**src/rtl/ahb_slave_reg_decoder.sv**
```systemverilog
// rtl/ahb_slave_reg_decoder.sv - AHB-Lite data-phase decoder for the USB endpoint register map
module ahb_slave_reg_decoder #(
    parameter int ADDR_W    = 7,
    parameter int BUF_BYTES = 64,
    parameter int LANE_MODE = 1,
    parameter int BO_W      = 7
) (
    input  logic              clk,
    input  logic              nRst,
    input  logic              hsel,
    input  logic [ADDR_W-1:0] haddr,
    input  logic [1:0]        htrans,
    input  logic              hwrite,
    input  logic [1:0]        hsize,
    input  logic [31:0]       hwdata,
    output logic [31:0]       hrdata,
    output logic              hready,
    output logic              hresp,
    input  logic [15:0]       status_data,
    input  logic [15:0]       error_data,
    input  logic [BO_W-1:0]   bo_data,
    output logic              err_rd_ack,
    output logic              buf_rd_en,
    output logic              buf_wr_en,
    output logic [ADDR_W-1:0] buf_addr,
    output logic [1:0]        buf_size,
    output logic [31:0]       buf_wdata,
    input  logic [31:0]       buf_rdata,
    output logic [7:0]        ehts
);

    typedef enum logic [2:0] {
        S_IDLE,
        S_WRITE,
        S_REG_READ,
        S_BUF_WAIT,
        S_BUF_READ,
        S_ERR1,
        S_ERR2
    } state_t;

    localparam logic [ADDR_W-1:0] BUF_LIM = ADDR_W'(BUF_BYTES);
    localparam logic [ADDR_W-1:0] A_STAT0 = ADDR_W'(7'h40);
    localparam logic [ADDR_W-1:0] A_STAT1 = ADDR_W'(7'h41);
    localparam logic [ADDR_W-1:0] A_ERR0  = ADDR_W'(7'h42);
    localparam logic [ADDR_W-1:0] A_ERR1  = ADDR_W'(7'h43);
    localparam logic [ADDR_W-1:0] A_BO    = ADDR_W'(7'h44);
    localparam logic [ADDR_W-1:0] A_EHTS  = ADDR_W'(7'h48);

    state_t            state;
    state_t            next_dec;
    logic [ADDR_W-1:0] addr_q;
    logic [1:0]        size_q;
    logic              write_q;
    logic              accept;
    logic              is_buf_q;
    logic [4:0]        shamt;
    logic [31:0]       size_mask;
    logic [31:0]       reg_word;
    logic [31:0]       rd_rj;
    logic [7:0]        bo8;

    // Address phase is taken only while the bus sees us ready and a real transfer is requested
    assign accept = hready && hsel && (htrans == 2'b10 || htrans == 2'b11);

    // Decode the captured address phase into the next state, trapping every illegal access
    always_comb begin
        next_dec = S_ERR1;
        if (hsize == 2'd3) begin
            next_dec = S_ERR1;
        end else if (hsize == 2'd1 && haddr[0]) begin
            next_dec = S_ERR1;
        end else if (hsize == 2'd2 && haddr[1:0] != 2'b00) begin
            next_dec = S_ERR1;
        end else if (haddr < BUF_LIM) begin
            next_dec = hwrite ? S_WRITE : S_BUF_WAIT;
        end else if (haddr == A_STAT0 || haddr == A_STAT1 ||
                     haddr == A_ERR0  || haddr == A_ERR1) begin
            if (hsize != 2'd2 && !hwrite) next_dec = S_REG_READ;
        end else if (haddr == A_BO) begin
            if (hsize == 2'd0 && !hwrite) next_dec = S_REG_READ;
        end else if (haddr == A_EHTS && hsize == 2'd0) begin
            next_dec = hwrite ? S_WRITE : S_REG_READ;
        end
    end

    // Transfer FSM, captured address phase and the EHTS register
    always_ff @(posedge clk or negedge nRst) begin
        if (!nRst) begin
            state   <= S_IDLE;
            addr_q  <= '0;
            size_q  <= 2'd0;
            write_q <= 1'b0;
            ehts    <= 8'd0;
        end else begin
            if (state == S_WRITE && addr_q == A_EHTS) ehts <= buf_wdata[7:0];
            case (state)
                S_BUF_WAIT: state <= S_BUF_READ;
                S_ERR1:     state <= S_ERR2;
                default: begin
                    if (accept) begin
                        state   <= next_dec;
                        addr_q  <= haddr;
                        size_q  <= hsize;
                        write_q <= hwrite;
                    end else begin
                        state <= S_IDLE;
                    end
                end
            endcase
        end
    end

    assign is_buf_q = (addr_q < BUF_LIM);
    assign shamt    = {addr_q[1:0], 3'b000};
    assign bo8      = 8'(bo_data);

    // Byte-enable mask for the captured transfer size
    always_comb begin
        case (size_q)
            2'd0:    size_mask = 32'h0000_00FF;
            2'd1:    size_mask = 32'h0000_FFFF;
            default: size_mask = 32'hFFFF_FFFF;
        endcase
    end

    // Word-aligned view of the register block, as it would sit on the bus lanes
    always_comb begin
        reg_word = 32'd0;
        if (addr_q == A_STAT0 || addr_q == A_STAT1 || addr_q == A_ERR0 || addr_q == A_ERR1)
            reg_word = {error_data, status_data};
        else if (addr_q == A_BO)
            reg_word = {24'd0, bo8};
        else if (addr_q == A_EHTS)
            reg_word = {24'd0, ehts};
    end

    // Right-justified read value, then placed on its byte lanes when lane mode is on
    always_comb begin
        if (state == S_BUF_READ)
            rd_rj = buf_rdata & size_mask;
        else
            rd_rj = (reg_word >> shamt) & size_mask;
        hrdata = 32'd0;
        if (state == S_REG_READ || state == S_BUF_READ)
            hrdata = (LANE_MODE != 0) ? (rd_rj << shamt) : rd_rj;
    end

    // Write data extracted from the addressed lanes and right-justified
    always_comb begin
        if (LANE_MODE != 0)
            buf_wdata = (hwdata >> shamt) & size_mask;
        else
            buf_wdata = hwdata & size_mask;
    end

    // Handshake and strobes decoded from the current state
    always_comb begin
        hready     = !(state == S_BUF_WAIT || state == S_ERR1);
        hresp      = (state == S_ERR1 || state == S_ERR2);
        buf_rd_en  = (state == S_BUF_WAIT);
        buf_wr_en  = (state == S_WRITE) && write_q && is_buf_q;
        err_rd_ack = (state == S_REG_READ) && (addr_q == A_ERR0 || addr_q == A_ERR1);
    end

    assign buf_addr = addr_q;
    assign buf_size = size_q;

endmodule

```
**config.mk**
```make
export PLATFORM = sky130hd
export DESIGN_NAME = ahb_slave_reg_decoder
export DESIGN_NICKNAME = d
export VERILOG_FILES = /design/src/rtl/ahb_slave_reg_decoder.sv
export SDC_FILE = /design/constraint.sdc
export NUM_CORES = 1
export LEC_CHECK = 0
export CAP_MARGIN = 40
export CORE_MARGIN = 4
export CORE_UTILIZATION = 40
export CTS_CLUSTER_SIZE = 12
export DETAILED_ROUTE_END_ITERATION = 6
export HOLD_SLACK_MARGIN = 0.06
export PLACE_DENSITY_LB_ADDON = 0.3
export SLEW_MARGIN = 20
export SYNTH_ARGS = -nofsm -noshare
export SYNTH_HDL_FRONTEND = slang
export SYNTH_SLANG_ARGS = --single-unit
```
**constraint.sdc**
```tcl
create_clock -name clk -period 5.98 [get_ports clk]
set_input_delay 1.196 -clock clk [delete_from_list [all_inputs] [get_ports clk]]
set_output_delay 1.196 -clock clk [all_outputs]
set_load 0.01 [all_outputs]
```
==> results by stage, run 1 <==
Setup path:
- The most critical setup path has its startpoint at error_data[8].
- The largest single stage delay on the critical path is around 0.48 ns.
- In this design, the critical path's most frequently occurring cell is sky130_fd_sc_hd__clkdlybuf4s50_1.
- Data arrives at the worst endpoint at 3.42 ns.
- STA classifies the critical path startpoint as a primary input.
- Measured in cells, the most critical reg-to-reg path has a length of 3.
- The reg2reg setup slack is ~3.5 ns.
- Data on the critical path is required at its endpoint by around 4.8 ns.
- The worst-path maximum fanout is 3.
- The reg-to-reg endpoint is ehts[2].
- The sort of element at the end of the critical path is an output port.
- The source of the worst register-to-register timing path is buf_addr[1].
- In this run the worst setup path terminates at hrdata[24].
- The signal on the critical path passes through clkdlybuf4s50_1, mux2_2, o22a_1, a31oi_1, nor3b_1, o311a_1, clkdlybuf4s50_1.
- The type of the worst setup path is primary input to output port.
- On the critical path, the stage with the largest delay is an instance of sky130_fd_sc_hd__clkdlybuf4s50_1.

Clock tree:
- The clock tree from TritonCTS is done.
- The number of cells upsized or downsized after cts is 0.
- No sink is reached through more buffers than the 2 on the longest clock path.
- The post-CTS setup repair buffer count is 0.
- The clock latency on the worst-skew pair is about 0.26 ns.
- The total of hold buffers inserted after clock tree synthesis is 0.
- CTS built an H-tree with a depth of 1.
- For this design, the sink count on the clock tree is 21.
- The tree is rooted in a sky130_fd_sc_hd__clkbuf_8.
- The clock input transition at the sequential cells of the worst setup and hold paths is 0.07 ns.
- The clock buffer count from CTS is 3.

Power and ir drop:
- The switching share of total power is 0.436.
- The power after layout is 0.956 mW.
- Power spread over the standard cell area amounts to 175 nW/µm².
- The analysis attributes to net switching a power of 0.417 mW.
- The maximum vdd drop is 0.159 mV.
- Of the total power, combinational logic draws 0.677.
- The relative contribution of sequential cells to total power is 0.224.
- The leakage power figure is between 2 and 2.5 nW.
- Cell internal power was estimated by the tool at 0.540 mW.
- The relative contribution of the clock network to total power is 0.099.

Finish:
- The layout cell share with drive strength beyond 1 is 0.102.
- The final layout contains 745 nets.
- The layout filler cell count is approximately 700.
- The layout-stage area growth over the synthesis result is 63.2%.
- The combined area of the multi-input logic cells is 2630 µm².
- Summing all non-filler instances in the final layout gives an area of roughly 5500 µm².
- 0 antenna diodes ended up in the layout.
- The sequential cells in the finished layout cover a total of ~530 µm².

Route:
- The violation count after the first detailed-routing iteration is 247.
- Before antenna repair, the detailed router went through 6 iterations.
- For this block, the routed nets add up to 14900 µm of wire.
- In the final routed layout, each cell accounts on average for 20.4 µm.
- Summing over every cut layer, the via total after detailed routing is 4361.
- For this run, design rule violations remaining after detail routing come to 0.
- Once detail routing completed, the nets flagged for antenna violations numbered 0.
- The detail-routed via count per cell is around 6.0.

Placement:
- Detailed placement ended at an HPWL of roughly 12000 µm.
- During placement, the flow inserted port buffers numbering 202.
- Routability-driven placement finished with a final weighted congestion of ~0.96.
- The placed instance area is between 5000 and 6000 µm².

Timing:
- The worst-case headroom to the max-slew limit is 0.440.
- For the pin with the worst max-slew slack, the measured transition is 0.836 ns.
- The final-report max-slew violation count is 0.
- Setup repair after global routing left no endpoint under its margin.
- The final count of hold timing violations is 0.
- The number of endpoints failing setup at the final stage is 0.
- The final setup skew is 0.00230 ns.
- The summed negative setup slack over all endpoints is 0 ns.
- The post-route clock period utilization is 0.772.
- The smallest clock period supported by the final layout is computed as 4.61 ns.
- Static timing analysis puts the maximum clock frequency at 217 MHz.

Yosys:
- The fraction of synthesis flops using an asynchronous set or reset pin is 1.00.
- A synthesized cell averages 7.48 µm².
- The prevailing post-synth register cell is sky130_fd_sc_hd__dfrtp_1.
- By count the netlist is led by sky130_fd_sc_hd__nand2_1 (56), sky130_fd_sc_hd__nor2_1 (41), sky130_fd_sc_hd__mux2i_1 (35).
- The yosys synthesis warning count is 0.
- The mapped netlist covers 3350 µm².
- Yosys attributes the largest share of cell area to sky130_fd_sc_hd__dfrtp_1 (16%), sky130_fd_sc_hd__mux2i_1 (10%), sky130_fd_sc_hd__mux2_2 (10%).
- The top cell type's share of synthesized area is 0.157.
- Counting flops with a built-in enable in the synthesized netlist gives 0.
- The number of different library cells used by synthesis comes to 58.
- Of all cell types, the one taking the most synthesized area is sky130_fd_sc_hd__dfrtp_1.
- Counting every net in the synthesized netlist gives 566.
- The number of synthesized register bits is 21.
- The gate count after technology mapping is 448.
- The most common cell in the synthesized netlist is sky130_fd_sc_hd__nand2_1.
- The share of the yosys chip area belonging to registers is 0.157.

Global routing:
- The first global-routing pass estimated 23000 µm of wire.
- The global-route total usage across every layer is 0.285.
- In the global route stage, met3 resource usage came out at 0.0561.
- The most used routing layer in global routing is met2.
- In the global route stage, met2 resource usage came out at 0.483.
- The number of global-route vias before repair is roughly 4300.
- The initial antenna violation count came to 0.
- Global routing finished with a remaining overflow of 0.
- For this run, global-route usage on met1 was measured as 0.372.
- The pin count of the biggest net entering global routing is 32.

Floorplan:
- The effective utilization at floorplan is 0.410.
- The die extent in y is roughly 100 µm.
- The die footprint is 9900 µm².
- The number of placement rows is 33.
- The die is 99.5 µm wide.
- After floorplanning, the core was sized to cover 8180 µm².
- 204 I/O pins were placed.

Worst hold path:
- The min-delay analysis places its worst path in the category register to register.

Run:
- The number of maximum-capacitance violations is 0.

Outcome:
- The flow ran to the end, and the final reports show no timing, DRC or antenna violations.
[placed cells by master, fill, tap and decap left out, drive strengths merged, types with 2 or more instances in the layout]
| master | instances |
|---|---|
| o22ai | 3 |
| dfrtp | 21 |
| clkdlybuf4s50 | 202 |
| nand2b | 5 |
| xor2 | 2 |
| nand3b | 6 |
| a311oi | 5 |
| o221ai | 8 |
| a22oi | 11 |
| a21oi | 30 |
| nor3 | 9 |
| and3 | 8 |
| nor3b | 7 |
| a22o | 8 |
| a31oi | 10 |
| nand3 | 2 |
| o22a | 5 |
| o211ai | 3 |
| and2 | 7 |
| or3b | 7 |
| o21a | 2 |
| or2 | 3 |
| a2bb2oi | 3 |
| o2bb2a | 2 |
| nor2b | 17 |
| o2bb2ai | 10 |
| mux2i | 35 |
| nand4 | 3 |
| clkbuf | 4 |
| nand2 | 56 |
| and3b | 2 |
| o21ai | 27 |
| mux2 | 30 |
| buf | 12 |
| a211oi | 2 |
| nor2 | 42 |
| nor4 | 2 |
| a32oi | 4 |
[power groups by stage]
stage | Clock, mW | Sequential, mW | Combinational [mW]
4_1_cts | 0.0942 | 0.214 | 0.640
5_1_grt | 0.0976 | 0.219 | 0.691
3_3_place_gp | 0 | 0.214 | 0.626
6_report | 0.0945 | 0.214 | 0.647
2_1_floorplan | 0 | 0.194 | 0.352
3_5_place_dp | 0 | 0.216 | 0.636
[how the worst min path moves through the flow]
stage	slack, ns	cells past startpoint	start	to
2_1_floorplan	0.47	1	write_q	write_q
3_3_place_gp	0.48	1	write_q	write_q
3_5_place_dp	0.50	1	write_q	write_q
4_1_cts	0.51	1	write_q	write_q
5_1_grt	0.53	1	write_q	write_q
6_report	0.51	1	write_q	write_q
[metal layers]
metal | vias to the layer above | share of wire
li1 | 2045 | -
met3 | 29 | 0.10
met5 | - | 0
met1 | 2024 | 0.40
met4 | 0 | 0.022
met2 | 263 | 0.48
[through the flow]
stage / setup WS [ns] / instances / util / hold slack (ns)
finish: 1.37 / 731 / 0.669 / 0.514
global route: 1.29 / 731 / 0.669 / 0.529
CTS: 1.39 / 730 / 0.667 / 0.515
detailed placement: 1.39 / 726 / 0.661 / 0.497
global placement: 1.46 / 722 / 0.657 / 0.481
floorplan: 2.46 / 448 / - / 0.473
[flip-flops by register name, indices dropped and copies added, names as in the netlist]
register / count
buf_addr: 7
buf_size: 2
ehts: 8
state: 3
write_q: 1
[final cells by class]
cell class              count  area share
flip-flops and latches     21      0.0966
inverters                   2     0.00137
repair buffers            214       0.389
clock buffers               4     0.00824
multi-input cells         385       0.481
well taps                 105      0.0240
[logic make-up after synthesis]
family,after synthesis,synth area share
compound gates,140,0.290
xor+xnor,2,0.00523
buf+inv,42,0.0601
flops,21,0.157
mux,65,0.205
simple gates,178,0.282
[critical path, delay by kind of cell]
kind,cells,cell delay (ns)
and+or+nand+nor,1,0.14
buffers and inverters,2,0.92
AOI/OAI and AO/OA,3,0.85
muxes,1,0.31
Note: power is estimated with default switching activity, not from simulation.
==> run 2, diff against run 1 <==
--- a/config.mk
+++ b/config.mk
@@ -7,7 +7,7 @@
 export LEC_CHECK = 0
 export CAP_MARGIN = 40
 export CORE_MARGIN = 4
-export CORE_UTILIZATION = 40
+export CORE_UTILIZATION = 35
 export CTS_CLUSTER_SIZE = 12
 export DETAILED_ROUTE_END_ITERATION = 6
 export HOLD_SLACK_MARGIN = 0.06
==> constraint.sdc (replaced) <==
create_clock -name clk -period 4.05 [get_ports clk]
set_input_delay 0.81 -clock clk [delete_from_list [all_inputs] [get_ports clk]]
set_output_delay 0.81 -clock clk [all_outputs]
set_load 0.01 [all_outputs]
==> run 2 against run 1 <==
  * Hold slack improved by 0.0041 ns
  * Wire length rose by 1.4%
  * Sequential share of layout area fell by 0.17 points
  * Clock-buffer cell count did not move
  * Clock power rose by 41%
  * Power rose by 49%
  * Combinational power rose by 52%
  * Die area rose by 13%
  * Cell area rose by 1.8%
  * First-iteration DRC count rose by 5.3%
  * Sequential power rose by 44%
  * Critical path type is now register to output port
  * Critical endpoint is now hrdata[17]
  * Largest cell class unchanged
==> results by stage, run 2 (synthesis gave the netlist of run 1 again) <==
Outcome:
- The run finished with clean final reports.

Clock tree:
- The post-CTS setup repair buffer count is 0.
- The clock tree from TritonCTS is done.
- Clock latency on the worst-skew pair, taken at its later pin, is 0.25 ns.
- In this run the number of H-tree levels came out at 1.
- The total of hold buffers inserted after clock tree synthesis is 0.
- The CTS root buffer is sky130_fd_sc_hd__clkbuf_8.
- The clock input transition at the sequential cells of the worst setup and hold paths is 0.07 ns.
- After clock tree synthesis, the repair step resized 0 gates.
- Counting every sink on the clock net gives 21.
- The number of buffers on the longest clock path is 2.
- The clock buffer count from CTS is 3.

Finish:
- The register ranked first by flip-flop count is ehts.
- The register with the most flip-flops in the layout has 8 of them.
- The top cell types in the final layout, fill and taps aside, are sky130_fd_sc_hd__clkdlybuf4s50_1 (202), sky130_fd_sc_hd__nand2_1 (56), sky130_fd_sc_hd__nor2_1 (41).
- The layout-stage area growth over the synthesis result is 66.2%.
- Once layout is done, the placed cells without fillers occupy 5570 µm².
- The layout cell share with drive strength beyond 1 is 0.115.
- The net count reported at finish is 753.
- The combined area of the multi-input logic cells is 2630 µm².
- The register area is 528 µm².
- The number of inserted diodes is 0.
- The layout has roughly 850 filler cells.
- The library cell used most frequently in the layout, excluding fill and tap cells, is sky130_fd_sc_hd__clkdlybuf4s50_1.

Route:
- The first-pass detailed-route iteration total is 6.
- The total number of vias is ~4400.
- The average wire per standard cell is just under 20 µm.
- After detailed routing, the number of remaining DRC violations is 0.
- Once detail routing completed, the nets flagged for antenna violations numbered 0.
- Wires add up to 15100 µm.
- The violation count after the first detailed-routing iteration is 260.
- The detail-routed via count per cell is 5.76.

Placement:
- Once detailed placement completed, the half-perimeter wirelength came to 11900 µm.
- Once placement finished, the instance area stood at 5520 µm².
- The routability-driven placement congestion ratio is 0.905.
- Port buffering added between 200 and 250 buffers.
- Before CTS, the worst setup slack after placement is around 0.28 ns.

Floorplan:
- The effective utilization at floorplan is 0.361.
- The floorplan has 35 rows.
- For this design the top-level I/O count stands at 204.
- The core footprint is 9280 µm².
- The floorplan step defined a die boundary enclosing ~11000 µm².
- Measured along the y axis, the die boundary spans about 110 µm.
- From left edge to right edge, the die measures 106 µm.

Timing:
- Setup repair after global routing left no endpoint under its margin.
- On the final layout, the worst clock skew is ~0.0029 ns.
- The top achievable clock speed is 261 MHz.
- For the pin with the worst max-slew slack, the measured transition is 0.800 ns.
- Summed over all failing endpoints, the final setup total negative slack is 0 ns.
- Setup violations remaining at the end of the flow were counted as 0.
- Setup slack on the critical path of the routed design comes to 0.219 ns.
- The worst-case headroom to the max-slew limit is 0.467.
- Of the available clock period, the critical path in the final layout requires 0.946.
- The final count of hold timing violations is 0.
- For the finished layout, the period the worst path requires is 3.83 ns.
- The final-report max-slew violation count is 0.

Setup path:
- STA puts the critical path data arrival time at 3.02 ns.
- For the worst flop-to-flop path, the logic depth is 6.
- The worst register-to-register path ends at ehts[1].
- The sort of element at the end of the critical path is an output port.
- Data on the critical path is required at its endpoint by 3.24 ns.
- The most critical setup path has its startpoint at buf_addr[2].
- The type of the worst setup path is register to output port.
- The worst setup path is launched from a register.
- In this run the critical register-to-register path is launched from buf_addr[0].
- The worst-path maximum fanout is 10.
- The reg2reg setup slack is approximately 1.7 ns.

Power and ir drop:
- The maximum vdd drop is 0.271 mV.
- In this run the static leakage power is 2.06 nW.
- The power per cell area is 256 nW/µm².
- The power after layout is 1.42 mW.

Worst hold path:
- The number of instances on the worst hold path is 1.
- The worst hold path terminates at write_q.
- The startpoint of the most critical hold path is write_q.
- The path type of the worst min-delay path is register to register.

Global routing:
- The global-route wire length before repair is roughly 24000 µm.
- After global routing the overflow that remains totals 0.
- The pin count of the biggest net entering global routing is 40.
- The initial antenna violation count was 0.
- For this run, the total global-route usage over all layers was measured as 0.258.
- The number of global-route vias before repair is 4436.

Run:
- The number of maximum-capacitance violations is 0.
[run 2: cell count changes in the layout (fill, tap and decap cells not counted), sizes merged]
cell and delta:
buf +8
[run 2: critical path, stage by stage, from the launching register on]
cell and delay [ns]:
sky130_fd_sc_hd__dfrtp_1 0.53, sky130_fd_sc_hd__or4b_2 0.74, sky130_fd_sc_hd__nor2_2 0.20, sky130_fd_sc_hd__nor4b_4 0.32
sky130_fd_sc_hd__a32oi_1 0.09, sky130_fd_sc_hd__o221ai_1 0.28, sky130_fd_sc_hd__clkdlybuf4s50_1 0.60
[run 2: cell type report]
| class | count | share of cell area |
|---|---|---|
| Multi-Input combinational cell | 385 | 0.473 |
| Timing Repair Buffer | 222 | 0.394 |
| Sequential cell | 21 | 0.0949 |
| Tap cell | 129 | 0.0290 |
| Clock buffer | 4 | 0.00809 |
| Inverter | 2 | 0.00135 |
[run 2: through the flow]
stage,util,instances,hold WS [ns]
floorplan,-,448,0.473
global placement,0.593,758,0.483
detailed placement,0.594,759,0.510
CTS,0.599,763,0.528
global route,0.599,763,0.546
finish,0.599,763,0.518
[run 2: report_power, final]
part / internal [mW] / switching [mW]
Sequential: 0.242 / 0.0661
Combinational: 0.502 / 0.482
Clock: 0.0698 / 0.0633
[run 2: how the worst max path moves through the flow]
stage / end / slack, ns / depth (start not counted)
after floorplan: hrdata[24] / 1.30 / 5
after global placement: hrdata[24] / 0.30 / 7
after detailed placement: hrdata[24] / 0.28 / 7
after CTS: hrdata[26] / 0.20 / 7
after global routing: hrdata[28] / 0.04 / 7
final: hrdata[17] / 0.22 / 6
[run 2: routing by layer]
layer / wire [µm] / global-route usage / vias up
met5: 0 / 0 / -
met4: 369 / 0.0666 / 0
met3: 1640 / 0.0729 / 33
met2: 7100 / 0.435 / 269
met1: 6010 / 0.323 / 2035
li1: - / - / 2061
